--- src/rtl/adder_input_gather_if.sv ---
// ============================================================================
//  Module   : adder_input_gather_if
//  Brief    : Word-stream input and packed-group output handshake bundle for
//             the adder input gatherer.
//  Revision : 1.0  initial release
// ============================================================================
`default_nettype none

interface adder_input_gather_if #(
    parameter int BITS = 16,
    parameter int NUM  = 4
);
    logic                in_valid;
    logic [BITS-1:0]     in_data;
    logic                in_last;
    logic                in_ready;
    logic [NUM*BITS-1:0] out_data;
    logic                out_valid;
    logic                out_ready;

    modport master (
        output in_valid, in_data, in_last, out_ready,
        input  in_ready, out_data, out_valid
    );

    modport slave (
        input  in_valid, in_data, in_last, out_ready,
        output in_ready, out_data, out_valid
    );
endinterface

`default_nettype wire

--- src/rtl/adder_input_gather.sv ---
// ============================================================================
//  Module   : adder_input_gather
//  Brief    : Packs NUM consecutive BITS-wide words into one registered group
//             for the adder tree. Define ADDER_GATHER_PAD_EN to let in_last
//             close a group early with zero padding.
//  Revision : 1.0  initial release
// ============================================================================
`default_nettype none

module adder_input_gather #(
    parameter int BITS = 16,
    parameter int NUM  = 4
) (
    input  wire logic            clk,
    input  wire logic            reset,
    adder_input_gather_if.slave  bus
);
    localparam int            CW     = (NUM > 1) ? $clog2(NUM) : 1;
    localparam logic [CW-1:0] C_LAST = CW'(NUM - 1);

    logic [CW-1:0]       cnt_q, cnt_d;
    logic [NUM*BITS-1:0] collect_q, collect_d;
    logic [NUM*BITS-1:0] out_data_q, out_data_d;
    logic                out_valid_q, out_valid_d;

    logic                w_accept;
    logic                w_last_slot;
    logic                w_complete;
    logic                w_in_ready;
    logic [NUM*BITS-1:0] w_group;

    assign w_last_slot = (cnt_q == C_LAST);
    assign w_accept    = bus.in_valid && w_in_ready;

`ifdef ADDER_GATHER_PAD_EN
    // An early in_last could complete at any slot, so only a free output may accept.
    assign w_in_ready = !out_valid_q || bus.out_ready;
    assign w_complete = w_accept && (w_last_slot || bus.in_last);
`else
    assign w_in_ready = !(out_valid_q && !bus.out_ready && w_last_slot);
    assign w_complete = w_accept && w_last_slot;

    logic w_unused_last;
    assign w_unused_last = bus.in_last;
`endif

    // Slots above cnt are already zero, so this is also the zero-padded group.
    always_comb begin
        w_group                        = collect_q;
        w_group[cnt_q * BITS +: BITS]  = bus.in_data;
    end

    always_comb begin
        cnt_d       = cnt_q;
        collect_d   = collect_q;
        out_data_d  = out_data_q;
        out_valid_d = out_valid_q;

        if (w_accept) begin
            if (w_complete) begin
                cnt_d     = '0;
                collect_d = '0;
            end else begin
                cnt_d     = cnt_q + CW'(1);
                collect_d = w_group;
            end
        end

        if (w_complete) begin
            out_data_d  = w_group;
            out_valid_d = 1'b1;
        end else if (bus.out_ready) begin
            out_valid_d = 1'b0;
        end
    end

    always_ff @(posedge clk) begin
        if (reset) begin
            cnt_q       <= '0;
            collect_q   <= '0;
            out_data_q  <= '0;
            out_valid_q <= 1'b0;
        end else begin
            cnt_q       <= cnt_d;
            collect_q   <= collect_d;
            out_data_q  <= out_data_d;
            out_valid_q <= out_valid_d;
        end
    end

    assign bus.in_ready  = w_in_ready;
    assign bus.out_data  = out_data_q;
    assign bus.out_valid = out_valid_q;

endmodule

`default_nettype wire

--- src/flat_wrapper.sv ---
// flat-port wrapper written by rule: the top's interface ports become plain ports
module adder_input_gather_flat 
#(
    parameter int BITS = 16,
    parameter int NUM  = 4
)
  (clk, reset, bus_in_valid, bus_in_data, bus_in_last, bus_out_ready, bus_in_ready, bus_out_data, bus_out_valid);
  adder_input_gather_if #(.BITS(BITS), .NUM(NUM)) bus_i ();
  input  wire logic clk;
  input  wire logic reset;
  input wire logic [$bits(bus_i.in_valid)-1:0] bus_in_valid;
  input wire logic [$bits(bus_i.in_data)-1:0] bus_in_data;
  input wire logic [$bits(bus_i.in_last)-1:0] bus_in_last;
  input wire logic [$bits(bus_i.out_ready)-1:0] bus_out_ready;
  output wire logic [$bits(bus_i.in_ready)-1:0] bus_in_ready;
  output wire logic [$bits(bus_i.out_data)-1:0] bus_out_data;
  output wire logic [$bits(bus_i.out_valid)-1:0] bus_out_valid;
  assign bus_i.in_valid = bus_in_valid;
  assign bus_i.in_data = bus_in_data;
  assign bus_i.in_last = bus_in_last;
  assign bus_i.out_ready = bus_out_ready;
  assign bus_in_ready = bus_i.in_ready;
  assign bus_out_data = bus_i.out_data;
  assign bus_out_valid = bus_i.out_valid;
  adder_input_gather #(.BITS(BITS), .NUM(NUM)) u_core (.clk(clk), .reset(reset), .bus(bus_i));
endmodule
--- config.mk ---
export PLATFORM = sky130hd
export DESIGN_NAME = adder_input_gather_flat
export DESIGN_NICKNAME = d
export VERILOG_FILES = /design/src/rtl/adder_input_gather_if.sv /design/src/rtl/adder_input_gather.sv /design/src/flat_wrapper.sv
export SDC_FILE = /design/constraint.sdc
export NUM_CORES = 1
export LEC_CHECK = 0
export ABC_CLOCK_PERIOD_IN_PS = 2580
export BUFFER_PORTS_ARGS = -buffer_cell sky130_fd_sc_hd__buf_4
export CAP_MARGIN = 20
export CELL_PAD_IN_SITES_DETAIL_PLACEMENT = 1
export CELL_PAD_IN_SITES_GLOBAL_PLACEMENT = 1
export CORE_MARGIN = 2
export CORE_UTILIZATION = 44
export CTS_BUF_LIST = sky130_fd_sc_hd__clkbuf_16
export DETAILED_ROUTE_END_ITERATION = 16
export PLACE_DENSITY = 0.87
export REMOVE_ABC_BUFFERS = 1
export SLEW_MARGIN = 20
export SYNTH_ARGS = -nofsm -noshare
export SYNTH_HDL_FRONTEND = slang
export SYNTH_SLANG_ARGS = --single-unit
--- constraint.sdc ---
create_clock -name clk -period 2.58 [get_ports clk]
set_input_delay 0.645 -clock clk [delete_from_list [all_inputs] [get_ports clk]]
set_output_delay 0.645 -clock clk [all_outputs]
set_load 0.02 [all_outputs]
==> metrics.yaml, run 1 <==
finClkSkew_ns: 0.01777
worst_pin_slew_ns: 0.6959
clk_latency_ns: 0.42
ant_nets: 0
min_period_ns: 2.431
setup_viol: 0
cts.sinks: 131
drc_errors: 0
crit_slowest_cell: "and3_1"
die_area_um2: 13460
fp-row-count: 40
layout_worst_path_cycle_share_pct: 94.23
path_buf_inv: 1
ys_ff_latch: 131
setup_slack_ns: 0.1488
chipWidth_um: 116.0
relSlewSlack_pct: 53.61
antenna_found_initial: 0
fillers: 1323
start_kind: "register"
yosysSeqAreaShare_pct: 47.49
drive_gt1_share_pct: 24.41
cts_buffers: 17
worstPathMaxFanout: 16
grt_pass1_vias: 4947
htree_num_levels: 4
netlist_area_um2: 5523
ys_types: 31
vias: 4838
slowest_delay_ns: 0.59
maxSlewViolCount: 0
num_antenna_cells: 0
numPortBuffers: 85
fin_tns_setup_ns: 0
io_pins: 87
grt_pass1_wl_mm: 26.25
synth.avg_cell_area_um2: 10.13
routabilityCongestion: 0.7962
dpl.cell_count: 736
drt_iter0_markers: 321
place.detailed.hpwl_mm: 9.964
grtUsageTotal_pct: 25.30
core_area_um2: 12110
hold_viol: 0
grt_max_degree: 65
status: "finished clean"
pre_cts_ws_ns: 0.2357
areaGrowthSynthToFinish_pct: 22.29
final_nets: 614
synth_largest_area_cell: "dfxtp_1"
worstSetupEndpointType: "register"
crit_type: "reg -> reg"
swShare_pct: 23.52
rsz0062_at_grt: "false"
synth_area_leaders: "dfxtp_1 47%, a32o_1 12%, a211oi_1 8.4%"
wl_per_cell_um: 21.57
pwr-share-seq_pct: 40.9
yosys_warnings: 0
p_leak_uw: 0.002407
final_common_cell: "dfxtp_1"
clk_pin_slew_worst_paths_ns: 0.05
die_h_um: 116.0
cp_cell_sequence: "inv_1 > ha_1 > and2b_1 > and3_1 > a32o_1"
crit_required_ns: 2.93
cellPowerDensity_nw_per_um2: 753.9
grt.overflow.total: 0
worst_ep_arrival_time_ns: 2.79
power.share.combinational_pct: 8.8
ir_drop_v: 0.0003587
final_cell_mix: "131 x dfxtp_1, 103 x buf_4, 82 x a21oi_1"
yosysTopAreaCellShare_pct: 47.49
dr.pass1.iters: 5
initial_core_util_pct: 45.60
max_freq_ghz: 0.4113
p_sw_uw: 1198
synth_cells: 545
final_util_pct: 55.76
cap_violations: 0
crit_family: "simple AND/OR/NAND/NOR gates"
cts_root_buf: "clkbuf_16"
vias_per_cell: 6.316
routed_wl_mm: 16.53
cts_buffer_depth: 2
hp-class: "reg -> reg"
post_cts_buffers: 0
internal_power_uw: 3894
cts_tree: "yes"
instances_no_fill: 766
clockPowerShare_pct: 50.3
## registers in the layout, summed over array words and instances, names as in the netlist
signal / count
u_core.cnt_q: 2
u_core.collect_q: 64
u_core.bus.out_data: 64
u_core.bus.out_valid: 1
## synthesized netlist by cell type
library cell and number:
a21oi_1 82, a211oi_1 62, o21ai_0 1, a41oi_1 16
nor2_1 2, nand3_1 2, dfxtp_1 131, and3_1 1
buf_2 49, nor4bb_1 2, and2b_1 1, buf_4 7
a21oi_2 3, inv_1 6, buf_1 4, clkbuf_1 16
o21a_1 4, ha_1 6, a32oi_1 28, nand2b_1 1
nand2_1 4, nor2b_1 33, a31oi_1 1, a311oi_1 2
a22oi_1 2, nand3b_4 1, buf_6 6, and2_1 4
and2_4 2, and3b_1 1, a32o_1 65
## what timing repair did
item                       in CTS  in global routing
setup endpoints to repair       0                  1
hold buffers                    0                  0
gates resized for setup         0                  1
## cell type report
class	count	area (um2)	area share, %
sequential	131	2623	38.83
inverter	6	22.52	0.3335
multi-input combinational	326	2467	36.53
timing repair buffer	105	813.3	12.04
tap	168	210.2	3.112
clock inverter	13	192.7	2.853
clock buffer	17	425.4	6.299
## power by group through the flow
stage          Clock (uW)  Combinational (uW)  Sequential (uW)
6_report             2560                 449             2080
5_1_grt              2680                 487             2090
4_1_cts              2580                 447             2080
3_5_place_dp            0                 441             2130
3_3_place_gp            0                 421             2120
2_1_floorplan           0                 191             2140
## routing by layer
| metal | routed length (um) | part of all wire (%) | up-vias | global-route usage, % |
|---|---|---|---|---|
| li1 | - | - | 2234 | - |
| met1 | 7057 | 43 | 2454 | 31.33 |
| met2 | 8508 | 51 | 131 | 44.02 |
| met3 | 710 | 4.3 | 19 | 5.126 |
| met4 | 248 | 1.5 | 0 | 8.571 |
| met5 | 0 | 0 | - | 0 |
## worst paths after layout
path                                          start  cells past startpoint  slack [ns]              endpoint
worst max-delay path                u_core.cnt_q[0]                      5        0.15  u_core.collect_q[35]
worst min-delay path            u_core.collect_q[9]                      1        0.46   u_core.collect_q[9]
worst max register to register      u_core.cnt_q[0]                      5        0.15  u_core.collect_q[35]
worst min register to register  u_core.collect_q[9]                      1        0.46   u_core.collect_q[9]
## worst register-to-register path, stage by stage (launching register included)
cell     delay (ns)
dfxtp_1        0.58
inv_1          0.16
ha_1           0.52
and2b_1        0.22
and3_1         0.59
a32o_1         0.28
## metrics by stage
| step | total power [uW] | cell area [um2] | hold slack [ns] |
|---|---|---|---|
| after floorplan | 2333 | 5082 | 0.4342 |
| after global placement | 2543 | 6133 | 0.4392 |
| after detailed placement | 2566 | 6133 | 0.4491 |
| after CTS | 5112 | 6751 | 0.4625 |
| after global routing | 5249 | 6754 | 0.4725 |
| final | 5092 | 6754 | 0.4595 |
## logic make-up after synthesis
| kind of cell | synth area share, % |
|---|---|
| AO/OA/AOI/OAI | 36.43 |
| flip-flops | 47.49 |
| buffers and inverters | 8.382 |
| AND/OR/NAND/NOR | 6.344 |
| adder cells (fa/ha/maj) | 1.359 |
Power figures use the tool's default switching activity.
==> run 2, diff against run 1 <==
Settings changed: ABC_AREA from default to 1, CORE_MARGIN 2 to 5, CORE_UTILIZATION 44 to 40, PLACE_DENSITY 0.87 to 0.86.
==> run 2 against run 1 <==
Net effect: critical path depth fell by 1; clock power fell by 5%; total power fell by 2.9%; setup slack improved by 0.25 ns; combinational power barely moved; fmax rose by 11%; worst hold slack improved by 0.0022 ns; wire length rose by 3.6%; largest power group unchanged; synthesized area rose by 5.1%; global-route usage fell by 4.3 points.
==> metrics.yaml, run 2 <==
r2r_cells: 10  # +5
met2_usage_pct: 35.88  # -8.1 points
fp-row-count: 44  # +10%
io_pins: 87  # unchanged
drive_gt1_share_pct: 14.76  # -9.7 points
ys_types: 19  # -39%
yosys-top-cells-count: "311 x nand2_1, 131 x dfxtp_1, 93 x a21oi_1"
drc_errors: 0  # unchanged
ir_drop_v: 0.0004510  # +26%
layout_worst_path_cycle_share_pct: 84.52  # -9.7 points
status: "finished clean"
rsz0062_at_grt: "false"
endpoint: "bus_in_ready"
crit_type: "reg -> out"
grt_pass1_vias: 5967  # +21%
slowest_delay_ns: 0.34  # -0.25 ns
num_antenna_cells: 0  # unchanged
routed_wl_mm: 17.12  # +3.6%
netlist_area_um2: 5806  # +5.1%
cellPowerDensity_nw_per_um2: 686.7  # -8.9%
vias: 5657  # +17%
p_leak_uw: 0.003508  # +46%
max_freq_ghz: 0.4586  # +11%
finClkSkew_ns: 0.007174  # -0.01060 ns
ys_ff_latch: 131  # unchanged
min_period_ns: 2.181  # -0.2506 ns
cts_buffers: 17  # unchanged
chipWidth_um: 130.5  # +12%
drt_iter0_markers: 392  # +22%
clockPowerShare_pct: 49.0  # -1.3 points
htree_num_levels: 4  # unchanged
pwr-share-seq_pct: 42.0  # +1.1 points
die_h_um: 130.5  # +12%
worst_ep_arrival_time_ns: 1.54  # -1.25 ns
maxSlewViolCount: 0  # unchanged
hold_buffers: 0  # unchanged
startpoint: "u_core.cnt_q[0]"
setup_slack_ns: 0.3994  # +0.2506 ns
vias_per_cell: 4.936  # -22%
dpl.cell_count: 1114  # +51%
yosysMostFrequentCell: "nand2_1"
synth_area_leaders: "dfxtp_1 45%, nand2_1 20%, a21oi_1 8.0%"
cap_violations: 0  # unchanged
post_cts_buffers: 0  # unchanged
synth_cells: 881  # +62%
r2r-start: "u_core.cnt_q[1]"
cts_root_buf: "clkbuf_16"
final_util_pct: 50.10  # -5.7 points
final_cell_mix: "310 x nand2_1, 131 x dfxtp_1, 98 x buf_4"
cp_cell_sequence: "buf_4 > ha_1 > nand2_1 > buf_4"
yosys_warnings: 0  # unchanged
p_sw_uw: 1250  # +4.3%
worst_pin_slew_ns: 0.6155  # -0.08038 ns
initial_core_util_pct: 40.40  # -5.2 points
crit_required_ns: 1.93  # -1.00 ns
swShare_pct: 25.28  # +1.8 points
cp.depth: 4  # -1
cts_tree: "yes"
timing.rr.end: "u_core.collect_q[17]"
pre_cts_ws_ns: 0.6679  # +0.4322 ns
synth_edf_count: 0  # unchanged
synth_largest_area_cell: "dfxtp_1"
grtUsageTotal_pct: 20.97  # -4.3 points
grt_max_degree: 63  # -3.1%
core_area_um2: 14370  # +19%
synth.avg_cell_area_um2: 6.590  # -35%
final_common_cell: "nand2_1"
relSlewSlack_pct: 58.90  # +5.3 points
final-seq-area_um2: 2623  # unchanged
met3_usage_pct: 4.228  # -0.90 points
dr.pass1.iters: 4  # -1
clk_pin_slew_worst_paths_ns: 0.06  # about the same
worstSetupEndpointType: "primary output"
cts_buffer_depth: 2  # unchanged
yosysSeqAreaShare_pct: 45.17  # -2.3 points
multi_input_area_um2: 2599  # +5.3%
start_kind: "register"
routabilityCongestion: 0.8668  # +8.9%
antenna_found_initial: 0  # unchanged
busiest_layer: "met2"
met1_usage_pct: 26.12  # -5.2 points
power.share.combinational_pct: 9.0  # +0.2 points
synth-main-ff-cell: "dfxtp_1"
hp-class: "reg -> reg"
cts_resized: 0  # unchanged
worstPathMaxFanout: 9  # -7
ant_nets: 0  # unchanged
yosysTopAreaCellShare_pct: 45.17  # -2.3 points
cpMostUsedCell: "buf_4"
die_area_um2: 17020  # +26%
numPortBuffers: 85  # unchanged
grt.overflow.total: 0  # unchanged
final_nets: 976  # +59%
cts.sinks: 131  # unchanged
internal_power_uw: 3694  # -5.1%
crit_family: "buffers and inverters"
setup_viol: 0  # unchanged
instances_no_fill: 1146  # +50%
wl_per_cell_um: 14.94  # -31%
path_buf_inv: 2  # +1
r2r_slack_ns: 0.67  # +0.52 ns
hold_viol: 0  # unchanged
grt_pass1_wl_mm: 28.35  # +8.0%
areaGrowthSynthToFinish_pct: 24.01
fillers: 1888  # +43%
async_flop_share_pct: 0  # unchanged
place.detailed.hpwl_mm: 10.86  # +9.0%
crit_slowest_cell: "dfxtp_1"
clk_latency_ns: 0.42  # about the same
## run 2: changes by cell type after synthesis, moves of 13 or more
cell	before	now
nand2_1	4	311
nor2_1	2	91
inv_1	6	85
a32o_1	65	0
a211oi_1	62	0
o21ai_0	1	59
buf_2	49	16
nor2b_1	33	0
nand3_1	2	33
a32oi_1	28	0
a41oi_1	16	0
clkbuf_1	16	29
## run 2: through the flow
step                      hold WS (ns)  TNS (ns)  total power (uW)  instance area, um2
after floorplan                 0.4393    -29.47              2343                5553
after global placement          0.4516         0              2551                6609
after detailed placement        0.4572         0              2559                6609
after CTS                       0.4665         0              4985                7199
after global routing            0.4813         0              5129                7199
final                           0.4617         0              4944                7199
## run 2: area by class of cell
type | instances | share of cell area, %
flip-flops and latches | 131 | 36.43
multi-input cells | 606 | 36.10
repair buffers | 102 | 11.33
clock buffers | 17 | 5.909
inverters | 91 | 4.745
well taps | 184 | 3.198
clock inverters | 15 | 2.294
## run 2: power groups by stage
stage	Sequential [uW]	Combinational (uW)	Clock (uW)
after floorplan	2140	203	0
after global placement	2120	433	0
after detailed placement	2120	441	0
after CTS	2070	446	2460
after global routing	2080	486	2560
final	2070	446	2420
## run 2: worst min path at each step
stage,slack [ns],end,depth (start not counted),startpoint
3_5_place_dp,0.46,u_core.collect_q[0],2,u_core.collect_q[0]
6_report,0.46,u_core.collect_q[0],2,u_core.collect_q[0]
3_3_place_gp,0.45,u_core.collect_q[21],2,u_core.collect_q[21]
2_1_floorplan,0.44,u_core.collect_q[0],2,u_core.collect_q[0]
5_1_grt,0.48,u_core.collect_q[27],2,u_core.collect_q[27]
4_1_cts,0.47,u_core.collect_q[0],2,u_core.collect_q[0]
## run 2: cell families (layout without fill, tap and decap cells)
family	after synthesis	in the layout	synth area share, %
AO/OA/AOI/OAI	161	161	13.88
adder cells (fa/ha/maj)	6	6	1.293
buffers and inverters	144	225	10.24
flip-flops	131	131	45.17
AND/OR/NAND/NOR	439	439	29.42
## run 2: worst reg2reg max path, cell delays in order (launching register included)
cell and delay, ns:
dfxtp_1 0.44, inv_1 0.13, ha_1 0.26, inv_2 0.20
nand2_1 0.15, nor2_4 0.11, buf_4 0.20, nand2_1 0.07
nand2_1 0.11, nand2_1 0.06, a21oi_1 0.12
## run 2: layer usage
layer	vias up	share of wire, %
li1	2865	-
met1	2651	46
met2	114	48
met3	27	4.3
met4	0	1.9
met5	-	0
